===== src/rtl/seq_gen_pkg.sv =====
// -----------------------------------------------------------------------------
// seq_gen_pkg
// Shared definitions for the serial sequence generator:
//   - DIV_COUNT_DEF : default clk cycles between bit-clock edges
//   - PAT_W_DEF     : default maximum pattern length in bits
//   - seq_state_e   : transmit FSM states
// -----------------------------------------------------------------------------
package seq_gen_pkg;

   localparam int unsigned DIV_COUNT_DEF = 40_000_000;
   localparam int unsigned PAT_W_DEF     = 8;

   typedef enum logic [1:0] {
      ST_IDLE,
      ST_ARM,
      ST_SEND,
      ST_FINISH
   } seq_state_e;

endpackage : seq_gen_pkg


===== src/rtl/seq_tick_div.sv =====
// -----------------------------------------------------------------------------
// seq_tick_div
// Free-running divider 0..DIV_COUNT-1 producing the slow bit clock.
//   clk       : system clock
//   rst_n     : asynchronous active-low reset (divider and bit_clk to 0)
//   tick      : one-clk strobe in the cycle before each divider wrap
//   fall_tick : tick that will drive bit_clk from 1 to 0
//   bit_clk   : square wave, toggles on every tick (period 2*DIV_COUNT clks)
// -----------------------------------------------------------------------------
module seq_tick_div
   import seq_gen_pkg::*;
#(
   parameter int unsigned DIV_COUNT = DIV_COUNT_DEF
) (
   input  logic clk,
   input  logic rst_n,
   output logic tick,
   output logic fall_tick,
   output logic bit_clk
);

   localparam int unsigned CNT_W = (DIV_COUNT > 1) ? $clog2(DIV_COUNT) : 1;
   localparam logic [CNT_W-1:0] CNT_MAX = CNT_W'(DIV_COUNT - 1);

   logic [CNT_W-1:0] cnt_q, cnt_d;
   logic             bit_clk_q, bit_clk_d;

   // Strobes are decoded from registered state, so they are glitch-free in
   // the clk domain and line up with the edge on which bit_clk toggles.
   assign tick      = (cnt_q == CNT_MAX);
   assign fall_tick = tick & bit_clk_q;
   assign bit_clk   = bit_clk_q;

   // NOTE: every output of a combinational block is assigned on every path,
   // otherwise synthesis infers a latch to hold the missing case.
   always_comb begin
      cnt_d     = tick ? '0 : cnt_q + 1'b1;
      bit_clk_d = bit_clk_q ^ tick;
   end

   // NOTE: state registers use non-blocking assignments so every flop samples
   // the pre-edge values, independent of statement order.
   always_ff @(posedge clk or negedge rst_n) begin
      if (!rst_n) begin
         cnt_q     <= '0;
         bit_clk_q <= 1'b0;
      end else begin
         cnt_q     <= cnt_d;
         bit_clk_q <= bit_clk_d;
      end
   end

endmodule : seq_tick_div


===== src/rtl/serial_seq_gen.sv =====
// -----------------------------------------------------------------------------
// serial_seq_gen
// Shifts a captured pattern out MSB first, one bit per bit_clk period, with
// every bit change on a falling bit_clk edge so it is stable at each rise.
//   clk      : system clock, single domain
//   rst_n    : asynchronous active-low reset
//   start    : transmit request, accepted only while idle
//   abort    : synchronous cancel of a transfer in progress (no done pulse)
//   repeat_i : loop the captured pattern while high ("repeat" is a keyword)
//   pattern  : bits to send, MSB first, captured on start
//   len      : number of bits to send, 0 means PAT_W, captured on start
//   ser_out  : serial data
//   bit_clk  : pacing clock for the downstream detector
//   busy     : high from accepted start until return to idle
//   done     : one-clk pulse on normal completion
// -----------------------------------------------------------------------------
module serial_seq_gen
   import seq_gen_pkg::*;
#(
   parameter  int unsigned DIV_COUNT = DIV_COUNT_DEF,
   parameter  int unsigned PAT_W     = PAT_W_DEF,
   localparam int unsigned LEN_W     = $clog2(PAT_W + 1)
) (
   input  logic             clk,
   input  logic             rst_n,
   input  logic             start,
   input  logic             abort,
   input  logic             repeat_i,
   input  logic [PAT_W-1:0] pattern,
   input  logic [LEN_W-1:0] len,
   output logic             ser_out,
   output logic             bit_clk,
   output logic             busy,
   output logic             done
);

   seq_state_e       state_q;
   logic [PAT_W-1:0] pat_q;     // captured pattern, reloaded on every repeat pass
   logic [PAT_W-1:0] shift_q;   // bits still to send, next one at the MSB
   logic [LEN_W-1:0] len_q;     // captured effective length
   logic [LEN_W-1:0] cnt_q;     // bits remaining after the one on ser_out
   logic             ser_q;
   logic             busy_q;
   logic             done_q;
   logic             div_tick;
   logic             fall_tick;
   logic [LEN_W-1:0] eff_len;

   seq_tick_div #(
      .DIV_COUNT (DIV_COUNT)
   ) u_tick_div (
      .clk       (clk),
      .rst_n     (rst_n),
      .tick      (div_tick),
      .fall_tick (fall_tick),
      .bit_clk   (bit_clk)
   );

   assign eff_len = (len == '0) ? LEN_W'(PAT_W) : len;

   assign ser_out = ser_q;
   assign busy    = busy_q;
   assign done    = done_q;

   always_ff @(posedge clk or negedge rst_n) begin
      if (!rst_n) begin
         state_q <= ST_IDLE;
         pat_q   <= '0;
         shift_q <= '0;
         len_q   <= '0;
         cnt_q   <= '0;
         ser_q   <= 1'b0;
         busy_q  <= 1'b0;
         done_q  <= 1'b0;
      end else begin
         done_q <= 1'b0;
         // Abort wins over any tick or start arriving in the same cycle.
         if (abort && (state_q != ST_IDLE)) begin
            state_q <= ST_IDLE;
            ser_q   <= 1'b0;
            busy_q  <= 1'b0;
         end else begin
            case (state_q)
               ST_IDLE: begin
                  ser_q <= 1'b0;
                  if (start) begin
                     pat_q   <= pattern;
                     len_q   <= eff_len;
                     busy_q  <= 1'b1;
                     state_q <= ST_ARM;
                  end
               end
               // Waiting for a falling edge keeps the first bit aligned with
               // a full bit period even if start came mid-period.
               ST_ARM: begin
                  if (fall_tick) begin
                     ser_q   <= pat_q[PAT_W-1];
                     shift_q <= pat_q << 1;
                     cnt_q   <= len_q - 1'b1;
                     state_q <= ST_SEND;
                  end
               end
               ST_SEND: begin
                  if (fall_tick) begin
                     if (cnt_q != '0) begin
                        ser_q   <= shift_q[PAT_W-1];
                        shift_q <= shift_q << 1;
                        cnt_q   <= cnt_q - 1'b1;
                     end else if (repeat_i) begin
                        // Last bit has had its full period: restart with no gap.
                        ser_q   <= pat_q[PAT_W-1];
                        shift_q <= pat_q << 1;
                        cnt_q   <= len_q - 1'b1;
                     end else begin
                        ser_q   <= 1'b0;
                        state_q <= ST_FINISH;
                     end
                  end
               end
               ST_FINISH: begin
                  done_q  <= 1'b1;
                  busy_q  <= 1'b0;
                  state_q <= ST_IDLE;
               end
               default: state_q <= ST_IDLE;
            endcase
         end
      end
   end

   // A falling-edge strobe is always one of the divider wrap strobes.
   a_fall_is_tick: assert property (@(posedge clk) disable iff (!rst_n)
      fall_tick |-> div_tick);

endmodule : serial_seq_gen

===== config.mk =====
export PLATFORM = sky130hd
export DESIGN_NAME = serial_seq_gen
export DESIGN_NICKNAME = d
export VERILOG_FILES = /design/src/rtl/seq_gen_pkg.sv /design/src/rtl/seq_tick_div.sv /design/src/rtl/serial_seq_gen.sv
export SDC_FILE = /design/constraint.sdc
export NUM_CORES = 1
export LEC_CHECK = 0
export BUFFER_PORTS_ARGS = -buffer_cell sky130_fd_sc_hd__buf_4
export CAP_MARGIN = 20
export CORE_ASPECT_RATIO = 0.8
export CORE_UTILIZATION = 50
export DETAILED_ROUTE_END_ITERATION = 8
export PLACE_DENSITY = 0.68
export SYNTH_ARGS = -nofsm -noshare
export SYNTH_HDL_FRONTEND = slang
export SYNTH_HIERARCHICAL = 1
export SYNTH_SLANG_ARGS = --single-unit

===== constraint.sdc =====
create_clock -name clk -period 3.2 [get_ports clk]
set_input_delay 0.64 -clock clk [delete_from_list [all_inputs] [get_ports clk]]
set_output_delay 0.64 -clock clk [all_outputs]
set_load 0.1 [all_outputs]

==> results.md <==
- Post-CTS Setup Inserts: 0
- Clock sinks: 55
- Pre-CTS setup slack: approximately 600 ps
- Die width: 87.1 microns
- Status: finished, final reports clean
- Leading area contributor after synthesis: dfrtp_1
- CTS tree: done
- Worst skew pair latency: just over 300 ps
- Vias in the first global route: around 1.9k
- Share of layout cells above drive strength 1: 0.188
- Maxcap violations: 0
- Most frequent cells in the layout: dfrtp_1, nor2_1, buf_4
- Largest net degree at the start of global routing: 56
- Max frequency: 382 MHz
- Crit path DAT: roughly 2800 ps
- Synth Instances: between 200 and 300
- Final nets: between 300 and 400
- Clk_skew: between 7 and 8 ps
- Least-Margin Pin Slew: 690 ps
- Syn Nets: 295
- CP max FO: 5
- Gpl congestion: about 0.85
- Post-detail-place hpwl: between 3 and 4 mm
- Setup CP Type: flip-flop to flip-flop
- Asr flop ratio synth: 1.00
- Commonest non-fill, non-tap cell in the layout: dfrtp_1
- Top-Level Pins: 21
- Post-Syn Area: a little under 3000 sq um
- Post-synth cell types: 52
- Largest cells by area after synthesis: dfrtp_1, mux2_2, xnor2_1
- Remaining DRCs: 0
- Core area: about 5500 sq um
- PostCTS Resize Cnt: 0
- Fin. Hold Viols: 0
- Syn. warnings: 6
- Post-synth EDFFs: 0
- Rows: 24
- H-tree levels: 2
- DIE AREA: 6100 sq um
- P&R area growth vs syn: 11.3%
- Clk slew on worst S/H paths: approximately 100 ps
- # setup viols final: 0
- DR vias/cell: 5.46
- Top cell type's share of synthesized area: 0.475
- PnR worst setup slack: between 500 and 600 ps
- CP Launch Type: flip-flop
- Seq cells post-synth: 55
- Root Driver: clkbuf_8
- Total GRT Usage: 0.193
- CTS buffer count: 5
- WL/cell: between 10 and 15 microns
- Antenna violations before repair: 0
- Final worst-path cycle share: 0.817
- IO Port Bufs: 20
- Setup TNS: 0 ps
- Pwr dens: approximately 610 nW/um^2
- VDD IR max: ~0.34 mV
- Hold Path Class: input pin to asynchronous set/reset pin
- Hold-fix buffers, CTS: 0
- Slew HR: 0.540
- Final min period: between 2000 and 3000 ps
- Drt pass-1 iters: 4
- Vert. Die Dim: between 70 and 80 microns
- Longest Clk Path Bufs: 2
- GRT Residual Overflow: 0
- Detail Route Antenna Nets: 0
- Worst setup EP type: flip-flop
- Leak: ~1.4 nW
- Count of final max-slew check failures: 0
- DR iter-0 viols: 83
- Syn Area/Cell: between 10 and 15 sq um
- Diode count: 0
- Global-route wire length before repair: ~9.2 mm
- Initial Utilization: 0.524
- Drt total wl: between 5 and 6 mm
- RSZ-0062 raised after global routing: no
- Sequential area share after synthesis: 0.475
- Post-synth top flop: dfrtp_1
- Vias: a little over 2k
- Required time of the critical path: roughly 3400 ps
==> power breakdown <==
group / switching (W) / total (W) / internal, W
logic: 0.000359 / 0.000629 / 0.000270
registers: 0.0000801 / 0.000884 / 0.000804
clock network: 0.000229 / 0.000462 / 0.000233
==> registers in the layout, summed over array words and instances (netlist names) <==
| signal | flops |
|---|---|
| busy | 1 |
| cnt_q | 4 |
| done | 1 |
| len_q | 4 |
| pat_q | 8 |
| ser_out | 1 |
| shift_q | 7 |
| state_q | 2 |
| u_tick_div/bit_clk | 1 |
| u_tick_div/cnt_q | 26 |
==> per-layer routing <==
| layer | up-vias | wire (microns) | global-route usage |
|---|---|---|---|
| li1 | 1006 | - | - |
| met3 | 4 | 223 | 0.0461 |
| met1 | 978 | 2900 | 0.310 |
| met5 | - | 0 | 0 |
| met2 | 39 | 2060 | 0.262 |
| met4 | 0 | 38 | 0.0383 |
==> cell usage after synthesis (3+ instances only) <==
cell type,n
buf_2,3
mux2_2,13
xnor2_1,15
nor3_1,10
nand2_1,13
xor2_1,8
nand2b_1,3
nor2b_1,4
a21oi_1,8
and3_1,3
ha_1,8
mux2i_1,9
o21ai_0,7
and4_1,3
or3_1,3
a21oi_2,3
dfrtp_1,55
nand4_1,8
inv_1,11
nor2_1,28
nand3_1,16
==> critical path, stage by stage, from the launching register on <==
cell	delay [ps]
dfrtp_1	410
ha_1	200
nand3_1	140
or2_2	360
nor3_1	190
and2_1	190
inv_1	90
or3_1	450
o21a_1	210
a211o_1	270
==> through the flow <==
stage / power, W / util / hold WS [ps] / instance area (sq um) / instances
2_1_floorplan: 0.00139 / - / 344 / 2900 / 270
3_3_place_gp: 0.00152 / 0.563 / 480 / 3110 / 363
3_5_place_dp: 0.00153 / 0.563 / 494 / 3110 / 363
4_1_cts: 0.00199 / 0.583 / 401 / 3220 / 371
5_1_grt: 0.00210 / 0.583 / 416 / 3220 / 371
6_report: 0.00197 / 0.583 / 360 / 3220 / 371
==> cell type report <==
class,instances,area [sq um]
inverters,11,41.3
multi-input cells,198,1440
clock inverters,3,43.8
repair buffers,21,158
well taps,78,97.6
clock buffers,5,68.8
flip-flops and latches,55,1380
fillers,477,2300
==> kinds of logic after synthesis <==
logic type,count (synthesis),share of synthesized area
AND/OR/NAND/NOR,111,0.225
flip-flops,55,0.475
AO/OA/AOI/OAI,34,0.0855
XOR/XNOR,23,0.0695
multiplexers,22,0.0816
buffers and inverters,17,0.0285
adder cells (fa/ha/maj),8,0.0346
==> worst paths after layout <==
kind,start,endpoint,slack (ps),cells past startpoint
setup / recovery,u_tick_div/cnt_q[0]$_DFF_PN0_,cnt_q[0]$_DFFE_PN0P_,590,9
hold / removal,rst_n,u_tick_div/cnt_q[19]$_DFF_PN0_,360,1
setup reg to reg,u_tick_div/cnt_q[0]$_DFF_PN0_,cnt_q[0]$_DFFE_PN0P_,590,9
hold reg to reg,u_tick_div/cnt_q[0]$_DFF_PN0_,u_tick_div/cnt_q[0]$_DFF_PN0_,510,1
max in group asynchronous,rst_n,cnt_q[0]$_DFFE_PN0P_,2370,1
min in group clk,u_tick_div/cnt_q[0]$_DFF_PN0_,u_tick_div/cnt_q[0]$_DFF_PN0_,510,1
(Power assumes the default switching activity.)
